`src/rtl/add_sub_if.sv`:
```
// add_sub_if: operand/result bundle for add_sub_pipe.
//
// Handshake rule, for both the input and the output side: a transfer happens
// on a rising clk edge where valid && ready are both 1. A source holds its
// payload stable while valid && !ready. A sink may drive ready whether or not
// valid is asserted.
//
// Signals:
//   in_valid / in_ready  : operand handshake (producer -> block)
//   a, b                 : signed operands, WIDTH bits
//   sub                  : 0 = a+b, 1 = a-b
//   out_valid / out_ready: result handshake (block -> consumer)
//   out                  : signed result, WIDTH bits
//   overflow             : signed overflow of the unsaturated operation
//   carry_out            : carry out of the MSB (for subtract, 1 = no borrow)
//   zero                 : out == 0
//
// Modports:
//   master: the environment side (drives operands, accepts results)
//   slave : the add_sub_pipe side
interface add_sub_if #(
    parameter int WIDTH = 64
);
    logic             in_valid;
    logic             in_ready;
    logic [WIDTH-1:0] a;
    logic [WIDTH-1:0] b;
    logic             sub;
    logic             out_valid;
    logic             out_ready;
    logic [WIDTH-1:0] out;
    logic             overflow;
    logic             carry_out;
    logic             zero;

    modport master (
        output in_valid, a, b, sub, out_ready,
        input  in_ready, out_valid, out, overflow, carry_out, zero
    );

    modport slave (
        input  in_valid, a, b, sub, out_ready,
        output in_ready, out_valid, out, overflow, carry_out, zero
    );
endinterface

```
`src/rtl/add_sub_pipe.sv`:
```
// add_sub_pipe: pipelined two's-complement adder/subtractor.
//
// The WIDTH-bit carry chain is cut into STAGES segments of SEG bits. Stage k
// resolves bits [k*SEG +: SEG] in cycle k after acceptance, so the latency is
// STAGES cycles and the throughput is one result per cycle. The last stage
// also produces overflow / carry_out / zero and applies optional saturation.
//
// Parameters:
//   WIDTH  : operand/result width; must be a multiple of STAGES
//   STAGES : number of carry-chain segments (= latency in cycles)
//   SAT    : 1 clamps the result on signed overflow, 0 wraps
//
// Ports:
//   clk   : rising-edge clock
//   reset : synchronous, active-high; empties the pipeline and clears outputs
//   bus   : add_sub_if slave modport (operands in, result and flags out)
//
// Pipeline organisation:
//   Each stage k has a combinational segment adder fed by "stage inputs".
//   For stage 0 those are the bus operands. For stage k>0 they are the
//   registers written when stage k-1 advanced. Those registers hold only the
//   still-unresolved upper operand bits, the resolved low sum bits and the
//   segment carry. The last stage's results land in the output registers.
//   v_q[k] marks the register set written by stage k as occupied.
module add_sub_pipe #(
    parameter int WIDTH  = 64,
    parameter int STAGES = 4,
    parameter int SAT    = 0
) (
    input  logic       clk,
    input  logic       reset,
    add_sub_if.slave   bus
);

    localparam int SEG  = WIDTH / STAGES;
    localparam int LAST = STAGES - 1;

    // ------------------------------------------------------------------
    // Handshake / occupancy
    // ------------------------------------------------------------------
    logic [STAGES-1:0] v_q;
    logic [STAGES-1:0] v_d;
    logic [STAGES-1:0] load;   // register set k may be written this cycle
    logic [STAGES-1:0] take;   // register set k is written with new data
    logic [STAGES-1:0] feed;   // valid arriving at stage k

    // A stage can load if the last stage retires, or if there is an empty
    // slot at or after it. In that case everything between shifts one step
    // forward, which collapses bubbles. Writing it as a downstream "hole"
    // scan keeps in_ready free of any dependency on in_valid.
    always_comb begin : handshake
        logic hole;
        hole = 1'b0;
        load = '0;
        for (int k = STAGES - 1; k >= 0; k--) begin
            hole    = hole | ~v_q[k];
            load[k] = bus.out_ready | hole;
        end
        feed    = v_q << 1;
        feed[0] = bus.in_valid;
        take    = load & feed;
        v_d     = (load & feed) | (~load & v_q);
    end

    always_ff @(posedge clk) begin
        if (reset) begin
            v_q <= '0;
        end else begin
            v_q <= v_d;
        end
    end

    assign bus.in_ready  = load[0];
    assign bus.out_valid = v_q[LAST];

    // ------------------------------------------------------------------
    // Carry-chain segments
    // ------------------------------------------------------------------
    for (genvar k = 0; k < STAGES; k++) begin : g_stage
        // Operand bits not yet consumed: [WIDTH-1 : k*SEG].
        localparam int HI_W = WIDTH - k * SEG;

        logic [HI_W-1:0]      a_hi;
        logic [HI_W-1:0]      bx_hi;     // b already inverted for subtract
        logic                 cin;
        logic [SEG:0]         seg_sum;   // segment sum plus carry out
        logic [(k+1)*SEG-1:0] res;       // all sum bits resolved so far

        assign seg_sum = {1'b0, a_hi[SEG-1:0]} + {1'b0, bx_hi[SEG-1:0]}
                       + {{SEG{1'b0}}, cin};

        if (k == 0) begin : g_in
            // Subtract is a + ~b + 1. The +1 enters as carry-in to segment 0.
            assign a_hi  = bus.a;
            assign bx_hi = bus.b ^ {WIDTH{bus.sub}};
            assign cin   = bus.sub;
            assign res   = seg_sum[SEG-1:0];
        end else begin : g_reg
            localparam int LO_W = k * SEG;

            logic [HI_W-1:0] a_q,  a_d;
            logic [HI_W-1:0] bx_q, bx_d;
            logic [LO_W-1:0] lo_q, lo_d;
            logic            c_q,  c_d;

            always_comb begin
                a_d  = a_q;
                bx_d = bx_q;
                lo_d = lo_q;
                c_d  = c_q;
                if (take[k-1]) begin
                    a_d  = g_stage[k-1].a_hi[HI_W+SEG-1:SEG];
                    bx_d = g_stage[k-1].bx_hi[HI_W+SEG-1:SEG];
                    lo_d = g_stage[k-1].res;
                    c_d  = g_stage[k-1].seg_sum[SEG];
                end
            end

            always_ff @(posedge clk) begin
                if (reset) begin
                    a_q  <= '0;
                    bx_q <= '0;
                    lo_q <= '0;
                    c_q  <= 1'b0;
                end else begin
                    a_q  <= a_d;
                    bx_q <= bx_d;
                    lo_q <= lo_d;
                    c_q  <= c_d;
                end
            end

            assign a_hi  = a_q;
            assign bx_hi = bx_q;
            assign cin   = c_q;
            assign res   = {seg_sum[SEG-1:0], lo_q};
        end
    end

    // ------------------------------------------------------------------
    // Last stage: flags, saturation, output registers
    // ------------------------------------------------------------------
    logic [WIDTH-1:0] out_q, out_d;
    logic             ovf_q, ovf_d;
    logic             cout_q, cout_d;
    logic             zero_q, zero_d;
    logic [WIDTH-1:0] sum_w;
    logic             a_msb;
    logic             c_msb_in;
    logic             c_msb_out;

    always_comb begin
        sum_w     = g_stage[LAST].res;
        a_msb     = g_stage[LAST].a_hi[SEG-1];
        c_msb_out = g_stage[LAST].seg_sum[SEG];
        // The MSB sum bit is a ^ bx ^ carry_in, so the carry into the MSB
        // can be recovered from the sum without tapping the adder chain.
        c_msb_in  = sum_w[WIDTH-1] ^ a_msb ^ g_stage[LAST].bx_hi[SEG-1];

        out_d  = out_q;
        ovf_d  = ovf_q;
        cout_d = cout_q;
        zero_d = zero_q;
        if (take[LAST]) begin
            ovf_d  = c_msb_in ^ c_msb_out;
            cout_d = c_msb_out;
            out_d  = sum_w;
            // On signed overflow the true result lies beyond the range on
            // the side of a's sign, because both effective operands share it.
            if (SAT != 0 && ovf_d) begin
                out_d = a_msb ? {1'b1, {(WIDTH-1){1'b0}}}
                              : {1'b0, {(WIDTH-1){1'b1}}};
            end
            zero_d = (out_d == '0);
        end
    end

    always_ff @(posedge clk) begin
        if (reset) begin
            out_q  <= '0;
            ovf_q  <= 1'b0;
            cout_q <= 1'b0;
            zero_q <= 1'b0;
        end else begin
            out_q  <= out_d;
            ovf_q  <= ovf_d;
            cout_q <= cout_d;
            zero_q <= zero_d;
        end
    end

    assign bus.out       = out_q;
    assign bus.overflow  = ovf_q;
    assign bus.carry_out = cout_q;
    assign bus.zero      = zero_q;

endmodule

```
`src/flat_wrapper.sv`:
```
// flat-port wrapper written by rule: the top's interface ports become plain ports
module add_sub_pipe_flat 
#(
    parameter int WIDTH  = 64,
    parameter int STAGES = 4,
    parameter int SAT    = 0
)
  (clk, reset, bus_in_valid, bus_a, bus_b, bus_sub, bus_out_ready, bus_in_ready, bus_out_valid, bus_out, bus_overflow, bus_carry_out, bus_zero);
  add_sub_if #(.WIDTH(WIDTH)) bus_i ();
  input  logic clk;
  input  logic reset;
  input wire logic [$bits(bus_i.in_valid)-1:0] bus_in_valid;
  input wire logic [$bits(bus_i.a)-1:0] bus_a;
  input wire logic [$bits(bus_i.b)-1:0] bus_b;
  input wire logic [$bits(bus_i.sub)-1:0] bus_sub;
  input wire logic [$bits(bus_i.out_ready)-1:0] bus_out_ready;
  output wire logic [$bits(bus_i.in_ready)-1:0] bus_in_ready;
  output wire logic [$bits(bus_i.out_valid)-1:0] bus_out_valid;
  output wire logic [$bits(bus_i.out)-1:0] bus_out;
  output wire logic [$bits(bus_i.overflow)-1:0] bus_overflow;
  output wire logic [$bits(bus_i.carry_out)-1:0] bus_carry_out;
  output wire logic [$bits(bus_i.zero)-1:0] bus_zero;
  assign bus_i.in_valid = bus_in_valid;
  assign bus_i.a = bus_a;
  assign bus_i.b = bus_b;
  assign bus_i.sub = bus_sub;
  assign bus_i.out_ready = bus_out_ready;
  assign bus_in_ready = bus_i.in_ready;
  assign bus_out_valid = bus_i.out_valid;
  assign bus_out = bus_i.out;
  assign bus_overflow = bus_i.overflow;
  assign bus_carry_out = bus_i.carry_out;
  assign bus_zero = bus_i.zero;
  add_sub_pipe #(.WIDTH(WIDTH), .STAGES(STAGES), .SAT(SAT)) u_core (.clk(clk), .reset(reset), .bus(bus_i));
endmodule
```
`config.mk`:
```
export PLATFORM = sky130hd
export DESIGN_NAME = add_sub_pipe_flat
export DESIGN_NICKNAME = d
export VERILOG_FILES = /design/src/rtl/add_sub_if.sv /design/src/rtl/add_sub_pipe.sv /design/src/flat_wrapper.sv
export SDC_FILE = /design/constraint.sdc
export NUM_CORES = 1
export LEC_CHECK = 0
export BUFFER_PORTS_ARGS = -buffer_cell sky130_fd_sc_hd__buf_2
export CORE_MARGIN = 5
export CORE_UTILIZATION = 58
export CTS_CLUSTER_SIZE = 10
export DETAILED_ROUTE_END_ITERATION = 12
export PLACE_DENSITY = 0.8
export SLEW_MARGIN = 20
export SYNTH_ARGS = -nofsm -noshare
export SYNTH_HDL_FRONTEND = slang
export SYNTH_SLANG_ARGS = --single-unit
```
`constraint.sdc`:
```
create_clock -name clk -period 4.7 [get_ports clk]
set_clock_uncertainty 0.15 [all_clocks]
set_input_delay 0 -clock clk [delete_from_list [all_inputs] [get_ports clk]]
set_output_delay 0 -clock clk [all_outputs]
set_load 0.05 [all_outputs]
```
Yosys cells after proc, flatten, opt, wreduce, memory -nomap -nowiden
Index checks and enable logic that the tools add are counted.

word-level totals
  register bits after elaboration = 362
  logic and storage cells = 45
  output and inout bits = 69

cells by class
  add/subtract/negate cells = 8
  reductions and logical operators = 1
  bitwise gates (word level) = 19

operators by type and width
  kind                                       count
  16-bit by 16-bit adder with 17-bit output  4
  17-bit by 1-bit adder with 17-bit output   4
  64-bit zero test                           1
  64-bit XOR                                 1
  4-bit bitwise AND                          2
  1-bit bitwise OR                           7
  1-bit inverter                             4
  4-bit inverter                             1
  4-bit bitwise OR                           1
  1-bit XOR                                  3

Logic depth before layout (Yosys ltp)
  depth after elaboration = 8
  gate-level depth with buffers = 13

Worst setup path before layout
No wires, ideal clock.

  path kind = input to register
  start = input bus_sub
  end = register u_core.g_stage[1].g_reg.lo_q[14]
  path slack = 1176 ps
  data required time = 4444 ps
  library setup time = 106 ps
  stages on the path = 12
  path buffers = 3
  arrival time = 3268 ps
  cell sequence = buf_2 -> buf_1 -> buf_1 -> xor2_1 -> fa_1 -> a21o_1 -> a21o_1 -> a2111oi_0 -> nor3_1 -> a31oi_1 -> o21ai_0 -> o311ai_0

on the way
  longest elaborated chain between the ends = 3

ends and longest elaborated chain
  element                                     line                 source
  from (decl)                                 flat_wrapper.sv:15   input wire logic [$bits(bus_i.sub)-1:0] bus_sub;
  64-bit XOR                                  add_sub_pipe.sv:95   assign bx_hi = bus.b ^ {WIDTH{bus.sub}};
  16-bit by 16-bit adder with 17-bit output   add_sub_pipe.sv:89   assign seg_sum = {1'b0, a_hi[SEG-1:0]} + {1'b0, bx_hi[SEG-1:0]}
  17-bit by 1-bit adder with 17-bit output *  add_sub_pipe.sv:90   + {{SEG{1'b0}}, cin};
  to (signal assigned)                        add_sub_pipe.sv:128  lo_q <= lo_d;
  to (decl)                                   add_sub_pipe.sv:103  logic [LO_W-1:0] lo_q, lo_d;

Every way passes the cells marked *; elsewhere a longest branch is shown, timed or not.
A chain may end at the register's enable or synchronous reset.

Worst setup path in the final report
  start = input bus_a[0]
  end = register u_core.g_stage[1].g_reg.lo_q[14]

on the way
  longest elaborated chain between the ends = 2

ends and longest elaborated chain
  element                                    line                source
  from (decl)                                flat_wrapper.sv:13  input wire logic [$bits(bus_i.a)-1:0] bus_a;
  16-bit by 16-bit adder with 17-bit output  add_sub_pipe.sv:89
  17-bit by 1-bit adder with 17-bit output   add_sub_pipe.sv:90

No other way between the ends.

==> results.rst <==
.. list-table::
   :header-rows: 1

   * - Metric
     - Value
   * - Static leakage power
     - 8.00 nW
   * - Chip Height
     - 175 um
   * - Share of the cycle needed by the critical path after routing
     - between 80% and 90%
   * - Post-Place Worst Slack
     - 1280 ps
   * - Maximum net fanout on the critical path
     - 4
   * - Initial antenna violation count
     - 3
   * - Endpoint arrival time on the critical path
     - 4270 ps
   * - Synthesized-area fraction occupied by adder cells
     - 5.64%
   * - Power spent charging and discharging nets
     - 0.00171 W
   * - Via count normalized by instance count
     - 5.69
   * - Last weighted congestion value of the routability-driven placer
     - slightly above 0.9
   * - Seq cells post-synth
     - 362
   * - HPWL Detailed
     - 28.0 mm
   * - Switching Share
     - between 20 and 25%
   * - Via count of the first global-routing pass
     - 14,694
   * - Worst min path class
     - in2reg
   * - Setup WS post-layout
     - 680 ps
   * - Total Die Area
     - 30,600 um2
   * - Routed via count
     - 15,029
   * - Max Buffers Root-to-Sink
     - 3
   * - Clock buffer count from CTS
     - 42
   * - Synth Area in XOR/XNOR
     - 6.08%
   * - First-pass GRT wire length
     - 74.1 mm
   * - Slew margin rel.
     - 27.8%
   * - Slew at the pin closest to its max-slew limit
     - about 1100 ps
   * - Nets in the synthesized netlist
     - 2,185
   * - Status
     - complete, no violations
   * - Fmax
     - 249 MHz
   * - Wirelength, routed
     - 46.1 mm
   * - Synthesis warning total
     - 0
   * - Fraction of post-synthesis cell area in the top cell type by area
     - 45.9%
   * - Congestion Overflow GR
     - 0
   * - Time the worst path needs with I/O delays and setup
     - 4020 ps
   * - Finish-stage setup viols
     - 0
   * - Core region area
     - between 20,000 and 30,000 um2
   * - Clock tree root driver cell
     - clkbuf_16
   * - Footprint of the flip-flops and latches
     - 7250 um2
   * - Routed wirelength normalized by instance count
     - 17.4 um
   * - Chip Width
     - 175 um
   * - Number of core rows
     - 60
   * - Worst IR Drop VDD
     - 0.224 mV
   * - Combinational power share
     - around an eighth
   * - Maximum number of pins on one net before global-route repair
     - 160
   * - Number of design-rule violations left by the first detailed-router iteration
     - approximately 1,300
   * - Post-route ant nets
     - 0
   * - Proportion of layout cells with a drive suffix above 1
     - 12.1%
   * - Critical Path Sink Type
     - register
   * - Number of nets in the finished design
     - 2,494
   * - Nature of the critical path startpoint
     - input port
   * - Sequential area share after synthesis
     - between 40% and 50%
   * - Number of distinct library cells after synthesis
     - 61
   * - Leading area contributor after synthesis
     - dfxtp_1
   * - Total DRC errors in the routed layout
     - 0
   * - Cell types occupying the most area after synthesis
     - dfxtp_1 46%, nand2_1 14%, a21oi_1 11%, ha_1 4.8%, xnor2_1 4.5%
   * - Max capacitance violation total
     - 0
   * - Sinks on Clock Net
     - 362
   * - Most used standard cells in the synthesized netlist
     - 590 x nand2_1, 362 x dfxtp_1, 333 x a21oi_1
   * - Worst skew pair latency
     - 530 ps
   * - DR pass1 iterations
     - 6
   * - Combined area of all synthesized cells
     - 15,800 um2
   * - Most instantiated library cell after synthesis
     - nand2_1
   * - Cell count after synthesis
     - slightly below 2,000
   * - Top_reg_cell synth
     - dfxtp_1
   * - Number of port buffers
     - 201
   * - # IOs
     - 202
   * - Post-CTS resize count
     - 0
   * - Final number of hold-violating endpoints
     - 0
   * - Fill cell instance count of the final layout
     - approximately 2,000
   * - Class of the most critical setup path
     - in2reg
   * - Post-synthesis async set-or-reset flop share
     - 0%
   * - Setup TNS
     - 0 ps
   * - Average cell area after synthesis
     - 7.95 um2
   * - Sequential group share of total power
     - between 40% and 50%
   * - Total power density per cell area
     - 350 nW/um2
   * - Share of total power in the clock network
     - between 40% and 50%
   * - Share of synthesized area spent on multiplexers
     - 0.127%
   * - Clock-pin slew on the worst setup and hold paths
     - 50 ps
   * - Layout area overhead
     - 25.8%
   * - Global-route total usage across every layer
     - between 20% and 30%
   * - Required time of the worst setup path
     - 4950 ps
   * - Cell-internal power
     - 0.00525 W
   * - Compound-Gate Fraction of Synth Area
     - between 10% and 20%
   * - Number of enable flip-flop cells after synthesis
     - 0
   * - Initial Utilization
     - 58.7%
   * - Final Max Slew Viols
     - 0
   * - Multi-input combinational cell area
     - between 8000 and 9000 um2
   * - Clock tree from TritonCTS
     - built
   * - Basic-gate share of the synthesized area counting and, or, nand and nor cells
     - 20.8%
   * - Unrepaired setup endpoints after global routing
     - false
   * - Main combinational cell family by area after synthesis
     - simple AND/OR/NAND/NOR gates
   * - Number of levels in the clock H-tree
     - 2
registers in the layout, indices dropped and copies added, names as in the netlist, named ones only:
name	cells
u_core.g_stage.cin	3
u_core.bus.carry_out	1
u_core.g_stage.bx_hi	96
u_core.g_stage.g_reg.lo_q	96
u_core.g_stage.a_hi	96
u_core.bus.overflow	1
u_core.bus.out	64
u_core.bus.zero	1
timing repair:
action / in CTS / in global routing
hold endpoints to repair: 154 / 0
buffers inserted: 0 / 0
setup endpoints to repair: 0 / 0
hold buffers: 178 / 0
path summary, 6_finish.rpt:
path	depth (start not counted)	slack, ps	start	to
min	7	40	bus_a[9]	u_core.g_stage[1].g_reg.lo_q[10]
max reg2reg	8	1180	register	u_core.g_stage[1].a_hi[11]
max	15	680	bus_a[0]	u_core.g_stage[1].g_reg.lo_q[14]
min reg2reg	2	300	u_core.bus.out[20]	u_core.bus.out[20]
kinds of logic after synthesis:
family                     Yosys count
and+or+nand+nor                    808
adders and majority gates           67
AOI/OAI and AO/OA                  489
muxes                                2
DFF                                362
xor gates and xnor gates           108
buffers and inverters              149
area by class of cell:
| type | instances | area share (%) |
|---|---|---|
| multi-input combinational | 1474 | 40.4 |
| sequential | 362 | 36.5 |
| timing repair buffer | 392 | 14.8 |
| inverter | 22 | 0.416 |
| antenna | 3 | 0.0378 |
| clock buffer | 46 | 5.53 |
| tap | 341 | 2.15 |
| clock inverter | 2 | 0.195 |
layer usage:
layer	global-route usage (%)	up-vias	share of wire [%]
met5	0	-	0
met3	4.80	135	7.6
met2	46.8	659	45
met4	12.4	0	4.2
met1	39.3	6962	43
li1	-	7273	-
worst max-delay path: stages:
cell,delay [ps]
dlygate4sd3_1,550
buf_2,140
mux2i_1,180
inv_1,100
fa_1,400
a21o_1,170
a21o_1,230
a2111oi_0,440
nor3_1,190
a31oi_1,320
o21ai_0,170
nand2_1,70
dlygate4sd3_1,540
o311ai_0,140
dlygate4sd3_1,610
layout by cell type (no fill, tap or decap), types with 5 or more instances in the layout:
master         instances
nand2_1              586
dfxtp_1              362
a21oi_1              332
buf_2                199
dlygate4sd3_1        178
nor2_1               112
xnor2_1               81
a211oi_1              63
ha_1                  60
clkbuf_16             43
xor2_1                26
o21ai_0               24
inv_1                 22
nor3_1                20
nand3_1               17
nor4_1                15
a21o_1                13
nand2b_1              12
buf_4                 11
o211ai_1              10
o21bai_1               7
fa_1                   7
nor2b_1                6
o21a_1                 6
a31oi_1                6
or3_1                  6
nor4b_1                5
stage by stage:
stage | instance area [um2] | hold slack [ps] | cells | utilization, % | power, W
after floorplan | 15800 | -14.0 | 1985 | - | 0.00378
after global placement | 16900 | 91.7 | 2412 | 62.9 | 0.00397
after detailed placement | 16900 | 94.6 | 2413 | 63.0 | 0.00399
after CTS | 19800 | 5.72 | 2639 | 73.9 | 0.00693
after global routing | 19900 | 66.4 | 2642 | 73.9 | 0.00719
final | 19900 | 38.9 | 2642 | 73.9 | 0.00695
power groups by stage:
stage	registers [W]	logic [W]	clock network, W
CTS	0.00325	0.000812	0.00286
detailed placement	0.00331	0.000680	0
floorplan	0.00330	0.000479	0
finish	0.00326	0.000849	0.00285
global route	0.00326	0.000924	0.00300
global placement	0.00331	0.000663	0
No activity file was read; power rests on OpenSTA's default activity.
